$ cat config.mk
export PLATFORM = sky130hd
export DESIGN_NAME = ahb_matrix_decoder_param
export DESIGN_NICKNAME = d
export VERILOG_FILES = /design/src/rtl/ahb_matrix_pkg.sv /design/src/rtl/ahb_matrix_default_slave_fsm.sv /design/src/rtl/ahb_matrix_decoder_param.sv
export SDC_FILE = /design/constraint.sdc
export NUM_CORES = 1
export LEC_CHECK = 0
export BUFFER_PORTS_ARGS = -buffer_cell sky130_fd_sc_hd__buf_2
export CORE_UTILIZATION = 30
export CTS_CLUSTER_SIZE = 14
export DETAILED_ROUTE_END_ITERATION = 8
export PLACE_DENSITY = 0.64
export SLEW_MARGIN = 10
export SYNTH_ARGS = -nofsm -noshare
export SYNTH_HDL_FRONTEND = slang
export SYNTH_SLANG_ARGS = --single-unit
$ cat constraint.sdc
create_clock -name HCLK -period 3.45 [get_ports HCLK]
set_clock_uncertainty 0.1 [all_clocks]
set_input_delay 0.69 -clock HCLK [delete_from_list [all_inputs] [get_ports HCLK]]
set_output_delay 0.69 -clock HCLK [all_outputs]
set_load 0.05 [all_outputs]
$ cat src/rtl/ahb_matrix_pkg.sv
// Shared encodings and types for the AHB bus-matrix decoder slice.
package ahb_matrix_pkg;

    localparam int unsigned ADDR_LSB = 10;
    localparam int unsigned DEC_W    = 22;

    localparam logic [1:0] HTRANS_IDLE   = 2'b00;
    localparam logic [1:0] HTRANS_BUSY   = 2'b01;
    localparam logic [1:0] HTRANS_NONSEQ = 2'b10;
    localparam logic [1:0] HTRANS_SEQ    = 2'b11;

    localparam logic [1:0] HRESP_OKAY  = 2'b00;
    localparam logic [1:0] HRESP_ERROR = 2'b01;

    typedef enum logic [1:0] {
        DftIdle = 2'b00,
        DftErr1 = 2'b01,
        DftErr2 = 2'b10
    } dft_state_e;

endpackage

$ cat src/rtl/ahb_matrix_default_slave_fsm.sv
// Default slave: answers unmapped NONSEQ/SEQ with a two-cycle ERROR response,
// IDLE/BUSY with a zero-wait OKAY.
module ahb_matrix_default_slave_fsm
    import ahb_matrix_pkg::*;
(
    input  logic       HCLK,
    input  logic       HRESET,
    input  logic       dft_sel,
    input  logic       HREADYS,
    input  logic       trans_act,
    output logic       hreadyout,
    output logic [1:0] hresp
);

    dft_state_e state_q, state_d;
    logic       accept;

    assign accept = dft_sel & HREADYS & trans_act;

    // State register; reset abandons any response in flight.
    always_ff @(posedge HCLK) begin
        if (HRESET) state_q <= DftIdle;
        else        state_q <= state_d;
    end

    // Next state and response outputs.
    always_comb begin
        state_d   = state_q;
        hreadyout = 1'b1;
        hresp     = HRESP_OKAY;
        unique case (state_q)
            DftIdle: begin
                if (accept) state_d = DftErr1;
            end
            DftErr1: begin
                hreadyout = 1'b0;
                hresp     = HRESP_ERROR;
                state_d   = DftErr2;
            end
            DftErr2: begin
                hresp   = HRESP_ERROR;
                state_d = accept ? DftErr1 : DftIdle;
            end
            default: state_d = DftIdle;
        endcase
    end

endmodule

$ cat src/rtl/ahb_matrix_decoder_param.sv
// Parametrised slave-side decoder: region decode to NUM_PORTS output stages,
// data-phase response mux, default ERROR slave and unmapped-access capture.
module ahb_matrix_decoder_param
    import ahb_matrix_pkg::*;
#(
    parameter int unsigned                NUM_PORTS    = 2,
    parameter logic [NUM_PORTS*DEC_W-1:0] REGION_BASE  = {22'h140130, 22'h140000},
    parameter logic [NUM_PORTS*DEC_W-1:0] REGION_LIMIT = {22'h14013f, 22'h14012c},
    parameter int unsigned                CNT_W        = 8
) (
    input  logic                    HCLK,
    input  logic                    HRESET,
    input  logic                    HREADYS,
    input  logic                    sel_dec,
    input  logic [DEC_W-1:0]        decode_addr_dec,
    input  logic [1:0]              trans_dec,
    input  logic [NUM_PORTS-1:0]    active_vec,
    input  logic [NUM_PORTS-1:0]    readyout_vec,
    input  logic [2*NUM_PORTS-1:0]  resp_vec,
    input  logic [32*NUM_PORTS-1:0] rdata_vec,
    output logic [NUM_PORTS-1:0]    sel_vec,
    output logic                    active_dec,
    output logic                    HREADYOUTS,
    output logic [1:0]              HRESPS,
    output logic [31:0]             HRDATAS,
    input  logic                    err_clr,
    output logic                    err_valid,
    output logic [DEC_W-1:0]        err_addr,
    output logic [CNT_W-1:0]        err_count
);

    localparam int unsigned      IDX_W   = $clog2(NUM_PORTS + 1);
    localparam logic [IDX_W-1:0] DEF     = IDX_W'(NUM_PORTS);
    localparam logic [CNT_W-1:0] CNT_MAX = '1;

    logic [IDX_W-1:0]     addr_port, data_port_q;
    logic [NUM_PORTS-1:0] region_hit;
    logic                 dft_sel, dft_ready, err_event;
    logic [1:0]           dft_resp;
    logic                 err_valid_q;
    logic [DEC_W-1:0]     err_addr_q;
    logic [CNT_W-1:0]     err_count_q;

    for (genvar i = 0; i < NUM_PORTS; i++) begin : g_port
        assign region_hit[i] = (decode_addr_dec >= REGION_BASE[DEC_W*i +: DEC_W]) &&
                               (decode_addr_dec <= REGION_LIMIT[DEC_W*i +: DEC_W]);
        assign sel_vec[i]    = sel_dec & (addr_port == IDX_W'(i));
    end

    // Address decode: lowest matching region wins, else IDLE holds the last port.
    always_comb begin
        addr_port = DEF;
        if (data_port_q != DEF && trans_dec == HTRANS_IDLE) addr_port = data_port_q;
        for (int i = int'(NUM_PORTS) - 1; i >= 0; i--) begin
            if (region_hit[i]) addr_port = IDX_W'(i);
        end
    end

    assign dft_sel   = sel_dec & (addr_port == DEF);
    assign err_event = dft_sel & HREADYS & trans_dec[1];

    // Address-phase active mux; the default slave is always active.
    always_comb begin
        active_dec = 1'b1;
        for (int i = 0; i < int'(NUM_PORTS); i++) begin
            if (addr_port == IDX_W'(i)) active_dec = active_vec[i];
        end
    end

    // Data-phase port register, advanced only on completed transfers.
    always_ff @(posedge HCLK) begin
        if (HRESET)       data_port_q <= DEF;
        else if (HREADYS) data_port_q <= addr_port;
    end

    // Data-phase response mux.
    always_comb begin
        HREADYOUTS = dft_ready;
        HRESPS     = dft_resp;
        HRDATAS    = '0;
        for (int i = 0; i < int'(NUM_PORTS); i++) begin
            if (data_port_q == IDX_W'(i)) begin
                HREADYOUTS = readyout_vec[i];
                HRESPS     = resp_vec[2*i +: 2];
                HRDATAS    = rdata_vec[32*i +: 32];
            end
        end
    end

    ahb_matrix_default_slave_fsm u_dft_slave (
        .HCLK      (HCLK),
        .HRESET    (HRESET),
        .dft_sel   (dft_sel),
        .HREADYS   (HREADYS),
        .trans_act (trans_dec[1]),
        .hreadyout (dft_ready),
        .hresp     (dft_resp)
    );

    // Unmapped-access capture; a simultaneous event beats err_clr.
    always_ff @(posedge HCLK) begin
        if (HRESET) begin
            err_valid_q <= 1'b0;
            err_addr_q  <= '0;
            err_count_q <= '0;
        end else if (err_event) begin
            if (!err_valid_q || err_clr) err_addr_q <= decode_addr_dec;
            err_valid_q <= 1'b1;
            if (err_clr)                   err_count_q <= CNT_W'(1);
            else if (err_count_q != CNT_MAX) err_count_q <= err_count_q + CNT_W'(1);
        end else if (err_clr) begin
            err_valid_q <= 1'b0;
            err_count_q <= '0;
        end
    end

    assign err_valid = err_valid_q;
    assign err_addr  = err_addr_q;
    assign err_count = err_count_q;

endmodule

==> metrics.csv <==
metric,value,unit
mux share of post-synthesis cell area,0.148,
PortBufs,169,
Seq cells post-synth,35,
"Hold Vio Cnt, Final",0,
# fillers,810,
Netlist cell types,43,
RePlAce Congestion,0.860,
DRC errors left,0,
clk sink count,35,
pwr/cell area,318,mW/mm2
internal power,0.000737,W
"EDFF count, synth",0,
Worst-path clk slew,0.08,ns
crit end category,primary output,
post-route ant nets,0,
slew margin rel.,0.446,
"Top FF cell, synth",dfxtp_1,
max_cap viols,0,
Initial Util,0.309,
cell with the most instances after synthesis,nor2_1,
RSZ-0062 raised after global routing,false,
Yosys top cell area share,0.295,
Core Area,0.00769,mm2
first-pass GRT wire length,12700,um
top post-synthesis cells by area,"dfxtp_1 (30%), mux2i_1 (15%), a21bo_2 (9.3%)",
clk buf depth,2,
Synth Area in Simple Gates,0.241,
Worst-Margin Slew,0.825,ns
reported net switching power,0.000354,W
H-tree depth,2,
drt total wl,7740,um
yosys warns,0,
Worst Setup Path Type,input port to primary output,
status,finished clean,
"Hold-fix buffers, CTS",0,
Crit Path Max Fanout,3,
Worst-Skew Late Latency,0.29,ns
Gate Count Post-Synth,294,
routed vias,2748,
asr flop ratio synth,0,
GR Overflow Total,0,
Final Setup Violations,0,
Die W,91.0,um
Max VDD drop,0.000157,V
routed length per placed instance,13.9,um
vias in the first global route,2551,
layout cells sized above 1,0.468,
adder and majority gate portion of the synthesized area,0.0316,
CP arrival,2.58,ns
Worst setup SP type,input port,
Synth Area in XOR/XNOR,0,
placed insts,549,
largest net degree at the start of global routing,46,
die footprint,0.00828,mm2
Top Ports,170,
share of total power in the clock network,0.340,
fin. max-slew vios,0,
Post-DP HPWL,6070,um
most frequent cells after synthesis,"nor2_1 (45), dfxtp_1 (35), mux2i_1 (35)",
synth-to-layout area growth,44.5,%
syn nets,401,
Seq pwr share,0.386,
WP data required,2.66,ns
drt via density,4.93,
Combinational Power Share,0.274,
sequential share of the synthesized area,0.295,
number of iterations in the first detailed-routing pass,4,
area of the mapped netlist,0.00237,mm2
Die Span Y,91.0,um
FMAX,297,MHz
global router's overall resource usage,0.190,
Synth Area in Compound Gates,0.233,
CTS tree,built,
Nets,561,
static leakage,1.61,nW
root buffer cell,clkbuf_8,
initial antenna violation count,0,
Num CTS Buffers,5,
"area leader, netlist",dfxtp_1,
DR iter-0 viols,116,
Final min period,3.37,ns
num rows,32,
Avg Inst Size Synth,8.08,um2
HP Class,flop to flop,
setup TNS,0,ns
Final Cycle Share,0.978,
sw frac,0.324,
Final Non-Filler Cells,557,
ANT cells,0,
largest family of logic cells by synthesized area,simple AND/OR/NAND/NOR gates,
[per-layer routing]
layer / share of wire / up-vias / global-route usage
met5: 0 / - / 0
met4: 0.018 / 0 / 0.0622
met3: 0.052 / 12 / 0.0293
met2: 0.50 / 113 / 0.330
met1: 0.43 / 1240 / 0.239
li1: - / 1383 / -
[what timing repair did]
| item | CTS | global route |
|---|---|---|
| endpoints found under the setup margin | 0 | 1 |
| hold endpoints to repair | 0 | 0 |
| resized for setup | 0 | 1 |
| buffers inserted | 0 | 0 |
[worst paths after layout]
kind | from | end | slack [ns] | depth (start not counted)
setup / recovery | decode_addr_dec[21] | active_dec | 0.08 | 7
hold / removal | err_count[5] | err_count[5] | 0.41 | 2
setup reg to reg | err_count[0] | err_count[0] | 1.50 | 6
hold reg to reg | err_count[5] | err_count[5] | 0.41 | 2
[kinds of logic (layout without fill, tap and decap cells)]
family	count (synthesis)	in the layout
AOI/OAI and AO/OA	77	77
adders and majority gates	6	6
buffers and inverters	29	190
DFF	35	35
muxes	35	35
and+or+nand+nor	112	112
[per-stage QoR]
stage	hold slack [ns]	power [W]	setup slack, ns	area (um2)	util
2_1_floorplan	0.377	0.000622	0.183	2380	-
3_3_place_gp	0.392	0.000727	0.187	3310	0.431
3_5_place_dp	0.393	0.000730	0.140	3310	0.431
4_1_cts	0.404	0.00110	0.106	3420	0.445
5_1_grt	0.443	0.00115	0.0103	3430	0.446
6_report	0.408	0.00109	0.0775	3430	0.446
[critical path: stages]
cell and delay [ns]:
buf_2 0.11, nor4bb_1 0.44, and4_1 0.29, a21boi_0 0.15
or2_2 0.34, o32a_1 0.34, buf_2 0.22
[registers in the layout, indices dropped and copies added, names as in the netlist]
signal and flops:
err_addr 22, err_count 8, data_port_q 2, u_dft_slave.state_q 2
err_valid 1
[placed cells by master, fill, tap and decap left out, types with 2 or more instances in the layout]
cell type / count
a211oi_1: 3
a21bo_2: 22
a21oi_1: 32
buf_2: 169
buf_4: 6
clkbuf_8: 5
dfxtp_1: 34
ha_1: 6
inv_1: 7
mux2i_1: 35
nand2_1: 9
nand3_1: 30
nand4_1: 2
nor2_1: 45
nor2b_1: 2
nor3_1: 2
nor4_1: 3
o211ai_1: 2
o21ai_0: 6
o31ai_1: 2
o32ai_1: 2
or3_1: 3
or4_1: 2
[layout make-up]
cell class	instances	area, um2	area share
inverter	7	26.3	0.00766
clock buffer	5	68.8	0.0201
timing repair buffer	175	891	0.260
multi-input combinational	230	1570	0.458
clock inverter	3	43.8	0.0128
tap	102	128	0.0372
sequential	35	702	0.205
[power by group through the flow]
stage               Sequential (W)  Clock [W]  Combinational, W
global route              0.000423   0.000402          0.000323
floorplan                 0.000462          0          0.000159
finish                    0.000421   0.000371          0.000299
global placement          0.000430          0          0.000297
CTS                       0.000421   0.000380          0.000301
detailed placement        0.000430          0          0.000299
No activity file was read; power rests on OpenSTA's default activity.
